### src/rtl/uart_tx_pkg.sv
// uart_tx_pkg: shared definitions for the memory-mapped UART transmitter.
//   - register offsets inside the 16-byte window
//   - STATUS bit positions
//   - transmit FSM state encoding
package uart_tx_pkg;

  localparam logic [3:0] OFF_TXDATA  = 4'h0;
  localparam logic [3:0] OFF_STATUS  = 4'h4;
  localparam logic [3:0] OFF_BAUDDIV = 4'h8;
  localparam logic [3:0] OFF_CTRL    = 4'hC;

  localparam int STAT_BUSY  = 0;
  localparam int STAT_FULL  = 1;
  localparam int STAT_EMPTY = 2;
  localparam int STAT_OVF   = 3;

  typedef enum logic [1:0] {
    ST_IDLE  = 2'd0,
    ST_START = 2'd1,
    ST_DATA  = 2'd2,
    ST_STOP  = 2'd3
  } tx_state_t;

endpackage

### src/rtl/sync_fifo.sv
// sync_fifo: single-clock FIFO shared by the UART transmit path (and a
// future receive path).
// Ports:
//   clk    rising-edge clock
//   rst    asynchronous active-low reset (pointers and count only)
//   push   write din this cycle; accepted when not full, or when full and
//          a pop happens in the same cycle
//   din    write data (DATA_W bits)
//   pop    remove the head entry; ignored when empty
//   dout   head entry, combinational
//   full   count == DEPTH
//   empty  count == 0
//   count  occupancy, $clog2(DEPTH)+1 bits
// DEPTH must be a power of two so the pointers wrap naturally.
module sync_fifo
  import uart_tx_pkg::*;
#(
  parameter int DATA_W = 8,
  parameter int DEPTH  = 8
) (
  input  logic                     clk,
  input  logic                     rst,
  input  logic                     push,
  input  logic [DATA_W-1:0]        din,
  input  logic                     pop,
  output logic [DATA_W-1:0]        dout,
  output logic                     full,
  output logic                     empty,
  output logic [$clog2(DEPTH):0]   count
);

  localparam int AW = $clog2(DEPTH);
  localparam int CW = AW + 1;

  logic [DATA_W-1:0] mem [DEPTH];
  logic [AW-1:0]     wptr;
  logic [AW-1:0]     rptr;
  logic              do_push;
  logic              do_pop;

  assign full    = (count == CW'(DEPTH));
  assign empty   = (count == '0);
  assign do_pop  = pop && !empty;
  assign do_push = push && (!full || do_pop);
  assign dout    = mem[rptr];

  always_ff @(posedge clk) begin
    if (do_push) mem[wptr] <= din;
  end

  always_ff @(posedge clk or negedge rst) begin
    if (!rst) begin
      wptr  <= '0;
      rptr  <= '0;
      count <= '0;
    end else begin
      if (do_push) wptr <= wptr + 1'b1;
      if (do_pop)  rptr <= rptr + 1'b1;
      case ({do_push, do_pop})
        2'b10:   count <= count + 1'b1;
        2'b01:   count <= count - 1'b1;
        default: ;
      endcase
    end
  end

endmodule

### src/rtl/mmio_uart_tx.sv
// mmio_uart_tx: memory-mapped 8N1 UART transmitter on the core's data
// load/store port. Reads are combinational so the single-cycle core never
// stalls.
// Ports:
//   clk   rising-edge clock
//   rst   asynchronous active-low reset
//   A     byte address; selected when A[31:4] == BASE_ADDR[31:4]
//   WD    store data
//   WE    store strobe, commits on the rising edge
//   RD    load data, 0 when not selected
//   tx    serial line, idles high
//   irq   (only with UART_TX_IRQ_EN) registered "transmitter drained" flag
// Register window: 0x0 TXDATA (W), 0x4 STATUS, 0x8 BAUDDIV, 0xC CTRL/reserved.
// Optional feature macro: UART_TX_IRQ_EN adds CTRL.irq_en and the irq port.
module mmio_uart_tx
  import uart_tx_pkg::*;
#(
  parameter logic [31:0] BASE_ADDR   = 32'h0000_1000,
  parameter int          FIFO_DEPTH  = 8,
  parameter logic [15:0] DEFAULT_DIV = 16'd867
) (
  input  logic        clk,
  input  logic        rst,
  input  logic [31:0] A,
  input  logic [31:0] WD,
  input  logic        WE,
  output logic [31:0] RD,
  output logic        tx
`ifdef UART_TX_IRQ_EN
  ,
  output logic        irq
`endif
);

  logic                         sel;
  logic [3:0]                   off;
  logic                         wr_tx;
  logic                         wr_stat;
  logic                         wr_div;
  logic [15:0]                  div;
  logic                         ovf;
  logic                         busy;

  logic                         fifo_pop;
  logic [7:0]                   fifo_dout;
  logic                         fifo_full;
  logic                         fifo_empty;
  logic [$clog2(FIFO_DEPTH):0]  fifo_count;

  tx_state_t                    state, state_n;
  logic [7:0]                   shreg, shreg_n;
  logic [2:0]                   bitcnt, bitcnt_n;
  logic [15:0]                  baudcnt, baudcnt_n;
  logic [15:0]                  frame_div, frame_div_n;
  logic                         bit_end;

  assign sel     = (A[31:4] == BASE_ADDR[31:4]);
  assign off     = A[3:0];
  assign wr_tx   = WE && sel && (off == OFF_TXDATA);
  assign wr_stat = WE && sel && (off == OFF_STATUS);
  assign wr_div  = WE && sel && (off == OFF_BAUDDIV);
  assign busy    = (state != ST_IDLE);

  logic unused_bits;
  assign unused_bits = ^{WD[31:16], fifo_count};

  sync_fifo #(
    .DATA_W (8),
    .DEPTH  (FIFO_DEPTH)
  ) u_fifo (
    .clk   (clk),
    .rst   (rst),
    .push  (wr_tx),
    .din   (WD[7:0]),
    .pop   (fifo_pop),
    .dout  (fifo_dout),
    .full  (fifo_full),
    .empty (fifo_empty),
    .count (fifo_count)
  );

  // Register file: baud divisor and sticky overflow (set beats clear)
  always_ff @(posedge clk or negedge rst) begin
    if (!rst) begin
      div <= DEFAULT_DIV;
      ovf <= 1'b0;
    end else begin
      if (wr_div) div <= WD[15:0];
      if (wr_tx && fifo_full && !fifo_pop) ovf <= 1'b1;
      else if (wr_stat && WD[STAT_OVF])    ovf <= 1'b0;
    end
  end

`ifdef UART_TX_IRQ_EN
  logic irq_en;
  always_ff @(posedge clk or negedge rst) begin
    if (!rst) begin
      irq_en <= 1'b0;
      irq    <= 1'b0;
    end else begin
      if (WE && sel && (off == OFF_CTRL)) irq_en <= WD[0];
      irq <= irq_en && fifo_empty && !busy;
    end
  end
`endif

  always_comb begin
    RD = '0;
    if (sel) begin
      case (off)
        OFF_STATUS: begin
          RD[STAT_BUSY]  = busy;
          RD[STAT_FULL]  = fifo_full;
          RD[STAT_EMPTY] = fifo_empty;
          RD[STAT_OVF]   = ovf;
        end
        OFF_BAUDDIV: RD = {16'd0, div};
`ifdef UART_TX_IRQ_EN
        OFF_CTRL:    RD = {31'd0, irq_en};
`endif
        default:     RD = '0;
      endcase
    end
  end

  // Transmit FSM: state register
  always_ff @(posedge clk or negedge rst) begin
    if (!rst) begin
      state     <= ST_IDLE;
      shreg     <= '0;
      bitcnt    <= '0;
      baudcnt   <= '0;
      frame_div <= '0;
    end else begin
      state     <= state_n;
      shreg     <= shreg_n;
      bitcnt    <= bitcnt_n;
      baudcnt   <= baudcnt_n;
      frame_div <= frame_div_n;
    end
  end

  // Transmit FSM: next state and line output. Loading from the FIFO in
  // STOP goes straight to START so consecutive frames have no idle gap.
  always_comb begin
    state_n     = state;
    shreg_n     = shreg;
    bitcnt_n    = bitcnt;
    baudcnt_n   = baudcnt;
    frame_div_n = frame_div;
    fifo_pop    = 1'b0;
    tx          = 1'b1;
    bit_end     = (baudcnt == frame_div);
    case (state)
      ST_IDLE: begin
        if (!fifo_empty) begin
          fifo_pop    = 1'b1;
          shreg_n     = fifo_dout;
          frame_div_n = div;
          baudcnt_n   = '0;
          state_n     = ST_START;
        end
      end
      ST_START: begin
        tx = 1'b0;
        if (bit_end) begin
          baudcnt_n = '0;
          bitcnt_n  = '0;
          state_n   = ST_DATA;
        end else begin
          baudcnt_n = baudcnt + 16'd1;
        end
      end
      ST_DATA: begin
        tx = shreg[0];
        if (bit_end) begin
          baudcnt_n = '0;
          shreg_n   = {1'b0, shreg[7:1]};
          if (bitcnt == 3'd7) state_n  = ST_STOP;
          else                bitcnt_n = bitcnt + 3'd1;
        end else begin
          baudcnt_n = baudcnt + 16'd1;
        end
      end
      ST_STOP: begin
        tx = 1'b1;
        if (bit_end) begin
          baudcnt_n = '0;
          if (!fifo_empty) begin
            fifo_pop    = 1'b1;
            shreg_n     = fifo_dout;
            frame_div_n = div;
            state_n     = ST_START;
          end else begin
            state_n     = ST_IDLE;
          end
        end else begin
          baudcnt_n = baudcnt + 16'd1;
        end
      end
      default: state_n = ST_IDLE;
    endcase
  end

endmodule

### config.mk
export PLATFORM = sky130hd
export DESIGN_NAME = mmio_uart_tx
export DESIGN_NICKNAME = d
export VERILOG_FILES = /design/src/rtl/uart_tx_pkg.sv /design/src/rtl/sync_fifo.sv /design/src/rtl/mmio_uart_tx.sv
export SDC_FILE = /design/constraint.sdc
export NUM_CORES = 1
export LEC_CHECK = 0
export ABC_AREA = 1
export BUFFER_PORTS_ARGS = -buffer_cell sky130_fd_sc_hd__buf_2
export CORE_ASPECT_RATIO = 0.5
export CORE_MARGIN = 1.5
export CORE_UTILIZATION = 45
export CTS_CLUSTER_SIZE = 20
export DETAILED_ROUTE_END_ITERATION = 8
export PLACE_DENSITY = 0.77
export SYNTH_ARGS = -nofsm -noshare
export SYNTH_HDL_FRONTEND = slang
export SYNTH_HIERARCHICAL = 1
export SYNTH_SLANG_ARGS = --single-unit
### constraint.sdc
create_clock -name clk -period 5.6 [get_ports clk]
set_input_delay 0.84 -clock clk [delete_from_list [all_inputs] [get_ports clk]]
set_output_delay 0.84 -clock clk [all_outputs]
set_load 0.01 [all_outputs]
# Yosys cells after proc, flatten, opt, wreduce, memory -nomap -nowiden
# Memories as Yosys holds them, arrays and structs flattened.
# Cells that the tools add are included.
[word_totals]
ff_bits = 72
ramBits = 64
output_inout_bits = 33
word_cells = 94
mem_count = 1
[mem_list]
columns = ["memory", "depth", "word_bits", "read_ports", "rd_clocked_by_memory_dff", "write_ports", "line", "source"]
rows = [
  ["u_fifo.mem", 8, 8, 1, 0, 1, "sync_fifo.sv:35", "logic [DATA_W-1:0] mem [DEPTH];"],
]
[op_classes]
add_sub_neg = 6
n_eq_ne = 17
mux = 33
n_reduce_logical = 27
[ops]
columns = ["operator", "n"]
rows = [
  ["$mux 16", 5],
  ["$pmux 16 s2", 2],
  ["$eq 28x9->1 const B", 1],
  ["$mux 8", 3],
  ["$pmux 8 s3", 1],
  ["$add 16x1->16 const B", 1],
  ["$eq 16x16->1", 1],
  ["$pmux 4 s2", 2],
  ["$mux 12", 1],
  ["$ne 2x2->1 const B", 6],
  ["$mux 2", 5],
  ["$reduce_bool 2->1", 5],
  ["$add 3x1->3 const B", 3],
  ["$logic_and 1x1->1", 9],
  ["$mux 3", 3],
  ["$eq 4x4->1 const B", 2],
  ["$logic_not 4->1", 2],
  ["$pmux 2 s4", 1],
  ["$mux 1", 7],
  ["$eq 2x2->1 const B", 3],
  ["$pmux 3 s2", 1],
  ["$reduce_and 5->1", 1],
  ["$add 4x1->4 const B", 1],
  ["$eq 2x1->1 const B", 2],
  ["other kinds (12)", 15],
]

# Depth between registers and ports, before layout
# Gate-level depths: netlist of the first run.
[logic_depth]
ltp_word = 9
depth_mapped = 18

# Modules after synthesis
# The synthesis of the first run kept the hierarchy.
[modules_own_cells]
columns = ["mod", "instances", "cells_each", "area_per_inst_um2"]
rows = [
  ["mmio_uart_tx", 1, 522, 3706.1],
  ["sync_fifo", 1, 254, 3128.0],
]

# Least setup slack after synthesis of the first run
# No wires, ideal clock.
[synth_timing]
path_kind = "input -> register"
from = "input port A[27]"
to = "register u_fifo.count[3]"
arrival_ps = 3210
slack_ps = 2277
cell_stages = 17
path_buffers = 0
cell_sequence = "nor2_1 nand2_1 nor2_1 nand2_1 nor2_1 nand2_1 nor4_1 inv_1 nand3_1 inv_1 ha_1 a21oi_1 nand3_1 nand2_1 nand3_1 nand2_1 inv_1"
[synth_via]
elab_chain_len = 6
word_cells_on_any_way = 8
[synth_lines]
columns = ["item", "line", "source"]
rows = [
  ["start: declaration", "mmio_uart_tx.sv:24", "input logic [31:0] A,"],
  ["$eq 28x9->1 *", "mmio_uart_tx.sv:57", "assign sel = (A[31:4] == BASE_ADDR[31:4]);"],
  ["$logic_and 1x1->1 * (2 in series)", "mmio_uart_tx.sv:59", "assign wr_tx = WE && sel && (off == OFF_TXDATA);"],
  ["named net wr_tx", "mmio_uart_tx.sv:37", "logic wr_tx;"],
  ["$logic_and 1x1->1 *", "sync_fifo.sv:44", "assign do_push = push && (!full || do_pop);"],
  ["$eq 2x1->1 or $eq 2x2->1 (tied branches)", "sync_fifo.sv:59", "case ({do_push, do_pop})"],
  ["$pmux 4 s2 or $reduce_bool 2->1 (tied branches)", "n/a", ""],
  ["end signal: assignment", "sync_fifo.sv:60", "2'b10: count <= count + 1'b1;"],
  ["end signal: assignment", "sync_fifo.sv:61", "2'b01: count <= count - 1'b1;"],
  ["end: declaration", "sync_fifo.sv:29", "output logic [$clog2(DEPTH):0] count"],
]
# The timed path passes the listed nets; every way through them passes the cells marked *.
# A chain may end at the register's enable or synchronous reset.

# Worst setup path in the final report of the first run
[layout_timing]
from = "input port A[11]"
to = "memory u_fifo.mem[5][5], enable pin"
[layout_via]
elab_chain_len = 6
[layout_lines]
columns = ["item", "line", "source"]
rows = [
  ["$eq 28x9->1", "mmio_uart_tx.sv:57", ""],
  ["$logic_and 1x1->1 (2 in series)", "mmio_uart_tx.sv:59", ""],
  ["named net wr_tx", "mmio_uart_tx.sv:37", ""],
  ["$logic_and 1x1->1", "sync_fifo.sv:44", ""],
  ["$mux 1", "sync_fifo.sv:48", "if (do_push) mem[wptr] <= din;"],
  ["$mux 1 (implied by the code)", "sync_fifo.sv:48", ""],
  ["end: declaration", "sync_fifo.sv:35", ""],
]
# The timed path passes the listed nets, and every way through them passes these cells.

==> summary.txt, run 1 <==
Layout
  • Final Cell Area: 0.007881 mm^2
  • Layout cells sized above 1: 0.1632
  • Antenna Cells: 0
  • Post-Layout Cell Count: 1056
  • Most common cell after layout, fill and taps aside: nand2_1
  • Layout area overhead: 15.32%
  • Fin util: 0.5375
  • Commonest non-fill, non-tap cells in the layout: 220 x nand2_1, 78 x nor2_1, 69 x inv_1, 67 x buf_2, 66 x dfrtp_1
  • Nets: a little over 900

Floorplan
  • Num ports: 100
  • Core area: 0.01466 mm^2
  • Die X: around 180 um
  • Die height: 90.14 um
  • Initial Utilization: 0.4661
  • Die area: between 0.015 and 0.02 mm^2
  • Num rows: 31

Timing
  • Relative slew slack: 0.1833
  • Final Hold Viols: 0
  • Smallest hold slack: 0.4733 ns
  • Worst Tran Pin Value: 1.214 ns
  • Clock Skew: 0.008336 ns
  • Finish-stage setup viols: 0
  • Crit share post-route: 0.6502
  • Final Max Slew Viols: 0
  • Fmax: 0.2746 GHz
  • RSZ-0062 raised after global routing: no
  • Final worst slack: 1.959 ns
  • Setup TNS: 0 ns
  • Min Tclk post-route: 3.641 ns

Drt
  • Vias per Instance: 5.080
  • Average wire per standard cell: around 14 um
  • DRT iter0 DRCs: 389
  • Post-route ant nets: 0
  • Initial DRT Pass Iterations: 5
  • Uppermost layer routed: met4
  • DR DRC count: 0
  • Met3 Wirelength: 632 um
  • Post-Route WL: 14680 um
  • WL met2: 7078 um
  • M1 WL: 6718 um
  • Via count: between 5k and 6k

Global route
  • Gr usage total: 0.1918
  • Vias in the first global route: 5015
  • Initial antenna violation count: 0
  • First-pass GRT wire length: 23990 um
  • Grt ovf: 0
  • Largest net degree at the start of global routing: 73

Power and ir drop
  • Final Power: between 2 and 2.5 mW
  • Pleak: 3.619 nW
  • Worst VDD drop: approximately 0.17 mV
  • Cell area power density: 282.7 mW/mm^2

Outcome
  • Status: completed

Clock tree
  • Hold Buf Count CTS: 0
  • Post-CTS Repair Setup Buffers: 0
  • CTS tree: built
  • CTS Sinks: 136
  • Number of CTS-inserted buffers: 17
  • CTS clock-pin slew for the worst setup and hold paths: 0.06 ns
  • H-tree depth: 4
  • Root Buffer: clkbuf_16
  • Post_cts resized: 0
  • Clock Path Buffers: 2
  • Clk_lat worst skew: 0.41 ns

Synth
  • Sequential cell area fraction in the yosys report: 0.5460
  • Average size of a mapped cell: a little under 9 um^2
  • Synth warnings: 6
  • Register bit total from synthesis: 136
  • Ys flop type: dfrtp_1
  • Fraction of registers with async set/reset: 0.5294
  • Post-synth EDFFs: 64
  • Yosys cell types: 38
  • Synthesized area: 0.006834 mm^2
  • Cells after Synth: ~780

Placed design
  • IO buf count: 67
  • Post-DP HPWL: 9763 um
  • GP Congestion: 0.8340
  • Dpl ws: 1.626 ns
  • Inst Count DP: a little over 1k
  • Placed Area: slightly above 0.007 mm^2

Critical path
  • CP startpoint kind: primary input
  • CP Capture Type: flop
  • Max FO, Critical Path: 8
  • Crit path kind: in2reg
  • Critical Path RT: 5.63 ns
  • Critical path arrival: 3.67 ns

Job
  • Max-Cap Viols: 0

Worst hold path
  • Hold crit path type: reg2reg
[where the power goes]
group          switching (mW)  internal, mW  total, mW  leakage (nW)
Sequential      0.00000000485          1.05       1.05          1.38
Clock                   0.430         0.703       1.13         0.291
Combinational          0.0319        0.0150     0.0469          1.95
[kinds of logic (layout without fill, tap and decap cells)]
logic type / Yosys count / after routing / share of synthesized area
and+or+nand+nor: 397 / 397 / 0.2508
DFF: 136 / 136 / 0.5460
buffers and inverters: 115 / 182 / 0.07818
AOI/OAI and AO/OA: 95 / 95 / 0.07342
adders and majority gates: 13 / 13 / 0.02490
xor gates and xnor gates: 10 / 10 / 0.01282
muxes: 9 / 9 / 0.01337
other: 1 / 16 / 0.0005487
[worst paths after layout]
check	start	to	slack, ns	cells after the start
setup / recovery	A[11]	u_fifo/mem[5][5]$_DFFE_PP_	1.96	10
hold / removal	shreg[0]$_DFFE_PN0P_	shreg[0]$_DFFE_PN0P_	0.47	2
setup reg to reg	state[0]$_DFFE_PN0P_	u_fifo/mem[5][5]$_DFFE_PP_	2.17	9
hold reg to reg	shreg[0]$_DFFE_PN0P_	shreg[0]$_DFFE_PN0P_	0.47	2
max in group asynchronous	rst	baudcnt[11]$_DFFE_PN0P_	4.34	2
min in group asynchronous	rst	shreg[5]$_DFFE_PN0P_	0.65	2
[cells in the mapped netlist (6+ instances only)]
cell type / instances / area [um^2]
o22ai_1: 18 / 112.6
nand4_1: 7 / 43.79
dfrtp_1: 66 / 1652
mux2i_1: 8 / 80.08
nand2_1: 220 / 825.8
o21ai_0: 51 / 255.2
a21oi_1: 8 / 40.04
inv_1: 69 / 259.0
dfstp_2: 6 / 157.7
nor3_1: 19 / 95.09
xor2_1: 8 / 70.07
buf_2: 10 / 50.05
edfxtp_1: 64 / 1922
nand3_1: 47 / 235.2
inv_2: 7 / 26.28
nor2_1: 78 / 292.8
buf_4: 18 / 135.1
clkbuf_1: 6 / 22.52
nand2_2: 6 / 37.54
ha_1: 12 / 150.1
o21ai_1: 17 / 85.08
[layout make-up]
type                            instances  area, um^2
Fill cell                            1270        6780
Sequential cell                       136        3731
Multi-Input combinational cell        540        2635
Clock buffer                           18       429.2
Timing Repair Buffer                   72       372.9
Inverter                               78       292.8
Tap cell                              198       247.7
Clock inverter                         14       172.7
[critical path, stage by stage]
cell	delay (ns)
buf_2	0.09
nor2_1	0.09
nand2_1	0.06
nor2_1	0.11
nand2_1	0.08
nor2_1	0.17
nand2_1	0.16
nor4_1	0.95
nand2_2	0.26
nor4_2	0.87
[flip-flops by register name (all words and copies together) (netlist names), 2 cells and up]
register	flops
u_fifo/wptr	3
state	2
u_fifo/rptr	3
frame_div	16
shreg	8
baudcnt	16
div	16
u_fifo/mem	64
u_fifo/count	4
bitcnt	3
[routing by layer]
layer,track usage,vias to the layer above
li1,-,2662
met1,0.2523,2533
met2,0.3148,140
met3,0.03892,29
met4,0.06933,0
met5,0,-
No activity file was read; power rests on OpenSTA's default activity.
==> inputs of run 2 (changes only) <==
Clock period 5.6 ns to 3.6 ns, I/O delays scaled along.
==> run 2 against run 1 <==
Clock-buffer cell count fell by 1. Cell area is 0.16% higher. Critical endpoint is now u_fifo/mem[2][5]$_DFFE_PP_. First-iteration DRC count rose by 1.8%. Critical path type is now reg2reg. Clock power increased by 48%.
==> summary.txt, run 2 (synthesis gave the netlist of run 1 again) <==
Layout
  • Top reg by flops: u_fifo/mem
  • Antenna Cells: 0
  • Most common cell after layout, fill and taps aside: nand2_1
  • Post-Layout Cell Count: 1063
  • Fin util: 0.5384
  • Number of flip-flops in the largest register: 64
  • Commonest non-fill, non-tap cells in the layout: 220 x nand2_1, 78 x nor2_1, 69 x inv_1, 67 x buf_2, 66 x dfrtp_1
  • Filler Cell Count: 1276
  • Layout area overhead: 15.51%
  • Layout cells sized above 1: 0.1676
  • Register area: 0.003731 mm^2
  • Nets: a little over 900
  • Multi-input gate area: 0.002625 mm^2

Worst hold path
  • Hold crit path type: in2async

Timing
  • Setup TNS: 0 ns
  • Final Hold Viols: 0
  • Clock Skew: 0.01062 ns
  • Final Max Slew Viols: 0
  • Fmax: 0.3545 GHz
  • Crit share post-route: 0.7836
  • Finish-stage setup viols: 0
  • RSZ-0062 raised after global routing: no
  • Worst Tran Pin Value: 1.022 ns
  • Relative slew slack: 0.3189
  • Final worst slack: approximately 0.78 ns
  • Min Tclk post-route: 2.821 ns

Critical path
  • Crit path buf inv count: 2
  • CP startpoint kind: flop
  • CP max stage delay: 0.55 ns
  • Flop2flop setup slack: between 0.7 and 0.8 ns
  • Largest delay share family, worst path: simple AND/OR/NAND/NOR gates
  • Crit path kind: reg2reg
  • Reg2reg start: state[0]$_DFFE_PN0P_
  • CP Capture Type: flop
  • Max FO, Critical Path: 18
  • CP max stage cell: nor2_1
  • Critical path arrival: roughly 2.9 ns
  • Worst path cell trace: inv_1 -> ha_1 -> nor2_2 -> buf_4 -> nand2_1 -> nand2_1 -> nand2_4 -> nand2_4 -> nand3_2 -> nor2_1
  • Critical Path RT: 3.65 ns
  • R2R cell count: 10
  • R2r endpoint: u_fifo/mem[2][5]$_DFFE_PP_

Global route
  • Initial antenna violation count: 0
  • First-pass GRT wire length: 24330 um
  • Largest net degree at the start of global routing: 37
  • Gr usage total: 0.1941
  • Vias in the first global route: about 5.1k
  • Grt ovf: 0

Clock tree
  • CTS tree: built
  • H-tree depth: 4
  • Post-CTS Repair Setup Buffers: 0
  • CTS Sinks: 136
  • Hold Buf Count CTS: 0
  • Post_cts resized: 0
  • Number of CTS-inserted buffers: 17
  • Clock Path Buffers: 2
  • CTS clock-pin slew for the worst setup and hold paths: 0.06 ns
  • Clk_lat worst skew: between 0.4 and 0.5 ns
  • Root Buffer: clkbuf_16

Drt
  • Average wire per standard cell: between 10 and 15 um
  • Post-Route WL: 14590 um
  • Met3 Wirelength: 691 um
  • M1 WL: 6687 um
  • WL met2: 6987 um
  • Post-route ant nets: 0
  • Vias per Instance: around 5.0
  • Via count: between 5k and 6k
  • DR DRC count: 0
  • Initial DRT Pass Iterations: 5
  • DRT iter0 DRCs: 396
  • Uppermost layer routed: met4

Floorplan
  • Num ports: 100
  • Die height: 90.14 um
  • Initial Utilization: 0.4661
  • Num rows: 31
  • Die X: 177.3 um
  • Die area: 0.01598 mm^2
  • Core area: 0.01466 mm^2

Placed design
  • Post-DP HPWL: 9945 um
  • Dpl ws: 0.6736 ns
  • GP Congestion: 0.8171
  • Inst Count DP: a little over 1k
  • IO buf count: 67

Power and ir drop
  • Worst VDD drop: 0.3167 mV
  • Cell area power density: 427.3 mW/mm^2
  • Pleak: 3.642 nW

Job
  • Max-Cap Viols: 0

Outcome
  • Status: completed
-- run 2: cell types whose count changed in the layout (fill, tap and decap cells not counted), sizes merged --
cell    change
clkinv      -2
buf         +8
inv         +4
bufinv      -2
clkbuf      -1
-- run 2: worst reg2reg max path, cell delays in order (launching register included) --
cell	delay, ns
dfrtp_1	0.39
inv_1	0.12
ha_1	0.36
nor2_2	0.13
buf_4	0.24
nand2_1	0.09
nand2_1	0.22
nand2_4	0.12
nand2_4	0.11
nand3_2	0.12
nor2_1	0.55
-- run 2: per-layer routing --
| layer | track usage | vias to the layer above |
|---|---|---|
| met1 | 0.2666 | 2514 |
| met4 | 0.06933 | 0 |
| met3 | 0.04442 | 23 |
| met2 | 0.3021 | 139 |
| met5 | 0 | - |
| li1 | - | 2674 |
-- run 2: cell type report --
| class | count | area share |
|---|---|---|
| clock buffers | 17 | 0.05389 |
| clock inverters | 14 | 0.01759 |
| inverters | 78 | 0.03709 |
| multi-input cells | 540 | 0.3325 |
| flip-flops and latches | 136 | 0.4727 |
| well taps | 198 | 0.03138 |
| repair buffers | 80 | 0.05484 |
-- run 2: report_power, final --
| group | internal [mW] | switching (mW) |
|---|---|---|
| logic | 0.0240 | 0.0500 |
| registers | 1.63 | 0.00000000826 |
| clock network | 0.963 | 0.707 |
| total | 2.62 | 0.757 |
-- run 2: stage by stage --
stage | hold slack [ns] | power (mW) | area [um^2]
after global routing | 0.06644 | 3.470 | 7894
final | 0.04476 | 3.373 | 7894
after detailed placement | 0.4626 | 1.734 | 7330
after floorplan | 0.2444 | 1.689 | 6890
after CTS | 0.04306 | 3.397 | 7894
after global placement | 0.4551 | 1.733 | 7330
-- run 2: worst max-delay path by stage --
stage	from	end	slack [ns]	cells after the start
2_1_floorplan	A[27]	u_fifo/count[3]$_DFFE_PN0P_	0.58	17
3_3_place_gp	A[11]	u_fifo/mem[2][6]$_DFFE_PP_	0.72	11
3_5_place_dp	A[25]	u_fifo/count[3]$_DFFE_PN0P_	0.67	18
4_1_cts	state[1]$_DFFE_PN0P_	u_fifo/mem[2][5]$_DFFE_PP_	0.75	10
5_1_grt	state[1]$_DFFE_PN0P_	u_fifo/count[3]$_DFFE_PN0P_	0.52	15
6_report	state[0]$_DFFE_PN0P_	u_fifo/mem[2][5]$_DFFE_PP_	0.78	10
==> inputs of run 3 (changes only) <==
Clock period 3.6 ns to 2.7 ns, I/O delays scaled along.
==> run 3 against run 2 <==
Global-route usage decreased by 0.33 points. Flip-flop and latch count unchanged. Sequential share of layout area shrank 0.82 points. Cell count increased by 0.94%. Core utilization is 0.96 points higher. Fmax increased by 12%. Power is 39% higher. Largest cell class unchanged. Largest power group unchanged. Highest routed layer unchanged.
==> summary.txt, run 3 (synthesis gave the netlist of run 1 again) <==
Layout
  • Layout area overhead: 17.56%
  • Number of flip-flops in the largest register: 64
  • Fin util: 0.5480
  • Filler Cell Count: between 1k and 1.5k
  • Most common cell after layout, fill and taps aside: nand2_1
  • Commonest non-fill, non-tap cells in the layout: 220 x nand2_1, 78 x nor2_1, 68 x inv_1, 67 x buf_2, 66 x dfrtp_1
  • Top reg by flops: u_fifo/mem
  • Antenna Cells: 0
  • Layout cells sized above 1: 0.1794
  • Nets: 942

Critical path
  • Critical Path RT: 3.05 ns
  • Worst path cell trace: nor2_2 -> nand2_2 -> inv_2 -> inv_1 -> nand2_1 -> nor2_1 -> nand3_1 -> nand2_1 -> nand3_2 -> inv_1 -> ha_1 -> a21oi_1 -> nand3_1 -> nand2_1 -> nand2_1 -> nand2_1 -> nand2_1 -> inv_1
  • CP max stage delay: 0.42 ns
  • Crit path buf inv count: 4
  • Largest delay share family, worst path: simple AND/OR/NAND/NOR gates
  • Reg2reg start: u_fifo/count[1]$_DFFE_PN0P_
  • CP startpoint kind: flop
  • Max FO, Critical Path: 4
  • R2R cell count: 18
  • Stages on worst setup path: 18
  • CP Capture Point: u_fifo/count[3]$_DFFE_PN0P_
  • CP most frequent cell: nand2_1
  • Flop2flop setup slack: 0.17 ns
  • Crit path from: u_fifo/count[1]$_DFFE_PN0P_
  • CP Capture Type: flop
  • R2r endpoint: u_fifo/count[3]$_DFFE_PN0P_
  • Critical path arrival: 2.88 ns
  • CP max stage cell: dfrtp_1
  • Crit path kind: reg2reg

Floorplan
  • Die area: 0.01598 mm^2
  • Die X: about 180 um
  • Core area: roughly 0.015 mm^2
  • Num ports: 100
  • Num rows: 31
  • Die height: ~90 um
  • Initial Utilization: 0.4661

Drt
  • Vias per Instance: just over 5
  • Post-route ant nets: 0
  • Initial DRT Pass Iterations: 5
  • Via count: 5459
  • DR DRC count: 0
  • DRT iter0 DRCs: 385
  • Post-Route WL: 14770 um
  • Average wire per standard cell: roughly 14 um

Placed design
  • Dpl ws: 0.02514 ns
  • IO buf count: 67
  • GP Congestion: around 0.82
  • Post-DP HPWL: 10160 um

Timing
  • Crit share post-route: 0.9359
  • Finish-stage setup viols: 0
  • Setup TNS: 0 ns
  • Worst Tran Pin Value: 0.7249 ns
  • Final worst slack: 0.1732 ns
  • Clock Skew: ~0.0095 ns
  • Relative slew slack: 0.5167
  • Final Hold Viols: 0
  • Fmax: 0.3958 GHz
  • Min Tclk post-route: 2.527 ns
  • RSZ-0062 raised after global routing: no
  • Final Max Slew Viols: 0

Global route
  • Initial antenna violation count: 0
  • Gr usage total: 0.1908
  • First-pass GRT wire length: between 20000 and 25000 um
  • Largest net degree at the start of global routing: 48
  • Vias in the first global route: ~5.1k
  • Grt ovf: 0

Clock tree
  • Hold Buf Count CTS: 0
  • CTS tree: built
  • Root Buffer: clkbuf_16
  • Post-CTS Repair Setup Buffers: 0
  • CTS Sinks: around 140
  • Number of CTS-inserted buffers: 17
  • Clock Path Buffers: 2
  • CTS clock-pin slew for the worst setup and hold paths: 0.06 ns
  • H-tree depth: 4
  • Clk_lat worst skew: 0.41 ns
  • Post_cts resized: 0

Power and ir drop
  • Pleak: 3.720 nW
  • Sequential power share: 0.464
  • Cell internal pwr: approximately 3.7 mW
  • Gate power share: 0.022
  • Power share of the clock group: 0.514
  • Worst VDD drop: approximately 0.38 mV
  • Psw: 1.000 mW
  • Cell area power density: 582.6 mW/mm^2
  • Sw Ratio: 0.2137

Outcome
  • Status: completed

Job
  • Max-Cap Viols: 0

Worst hold path
  • Hold crit path type: in2async
## run 3: changes by cell type in the layout (fill, tap and decap cells not counted), sizes merged
cell,before,now
clkinvlp,2,0
clkinv,6,7
buf,80,89
bufinv,1,3
## run 3: metal layers
metal	track usage	wire (um)	part of all wire
met3	0.04569	725	0.049
met5	0	0	0
met2	0.3145	7165	0.49
met1	0.2485	6746	0.46
met4	0.06092	134	0.0091
## run 3: power by group through the flow
stage | clock network (mW) | logic [mW] | registers (mW)
detailed placement | 0 | 0.103 | 2.21
CTS | 2.44 | 0.104 | 2.17
global placement | 0 | 0.101 | 2.21
global route | 2.52 | 0.116 | 2.17
finish | 2.41 | 0.102 | 2.17
floorplan | 0 | 0.0387 | 2.21
## run 3: area by class of cell
| class | count | area [um^2] | area share |
|---|---|---|---|
| inverter | 78 | 292.8 | 0.03644 |
| multi-input combinational | 540 | 2636 | 0.3281 |
| clock inverter | 15 | 187.7 | 0.02336 |
| sequential | 136 | 3731 | 0.4644 |
| clock buffer | 17 | 425.4 | 0.05295 |
| timing repair buffer | 89 | 513.0 | 0.06385 |
| tap | 198 | 247.7 | 0.03084 |
## run 3: worst min path at each step
stage                             end  from  cells past startpoint  slack [ns]
3_5_place_dp     shreg[6]$_DFFE_PN0P_   rst                      1        0.46
6_report         shreg[6]$_DFFE_PN0P_   rst                      1       0.008
3_3_place_gp     shreg[6]$_DFFE_PN0P_   rst                      1        0.45
5_1_grt          shreg[6]$_DFFE_PN0P_   rst                      1        0.04
4_1_cts          shreg[6]$_DFFE_PN0P_   rst                      1        0.02
2_1_floorplan  baudcnt[0]$_DFFE_PN0P_   rst                      0        0.11
## run 3: metrics by stage
stage / instances / total power, mW / cell area [um^2] / hold WS (ns)
after floorplan: 791 / 2.252 / 6897 / 0.1094
after global placement: 1041 / 2.313 / 7416 / 0.4508
after detailed placement: 1041 / 2.315 / 7416 / 0.4585
after CTS: 1073 / 4.717 / 8029 / 0.01982
after global routing: 1073 / 4.812 / 8034 / 0.04237
final: 1073 / 4.680 / 8034 / 0.008000
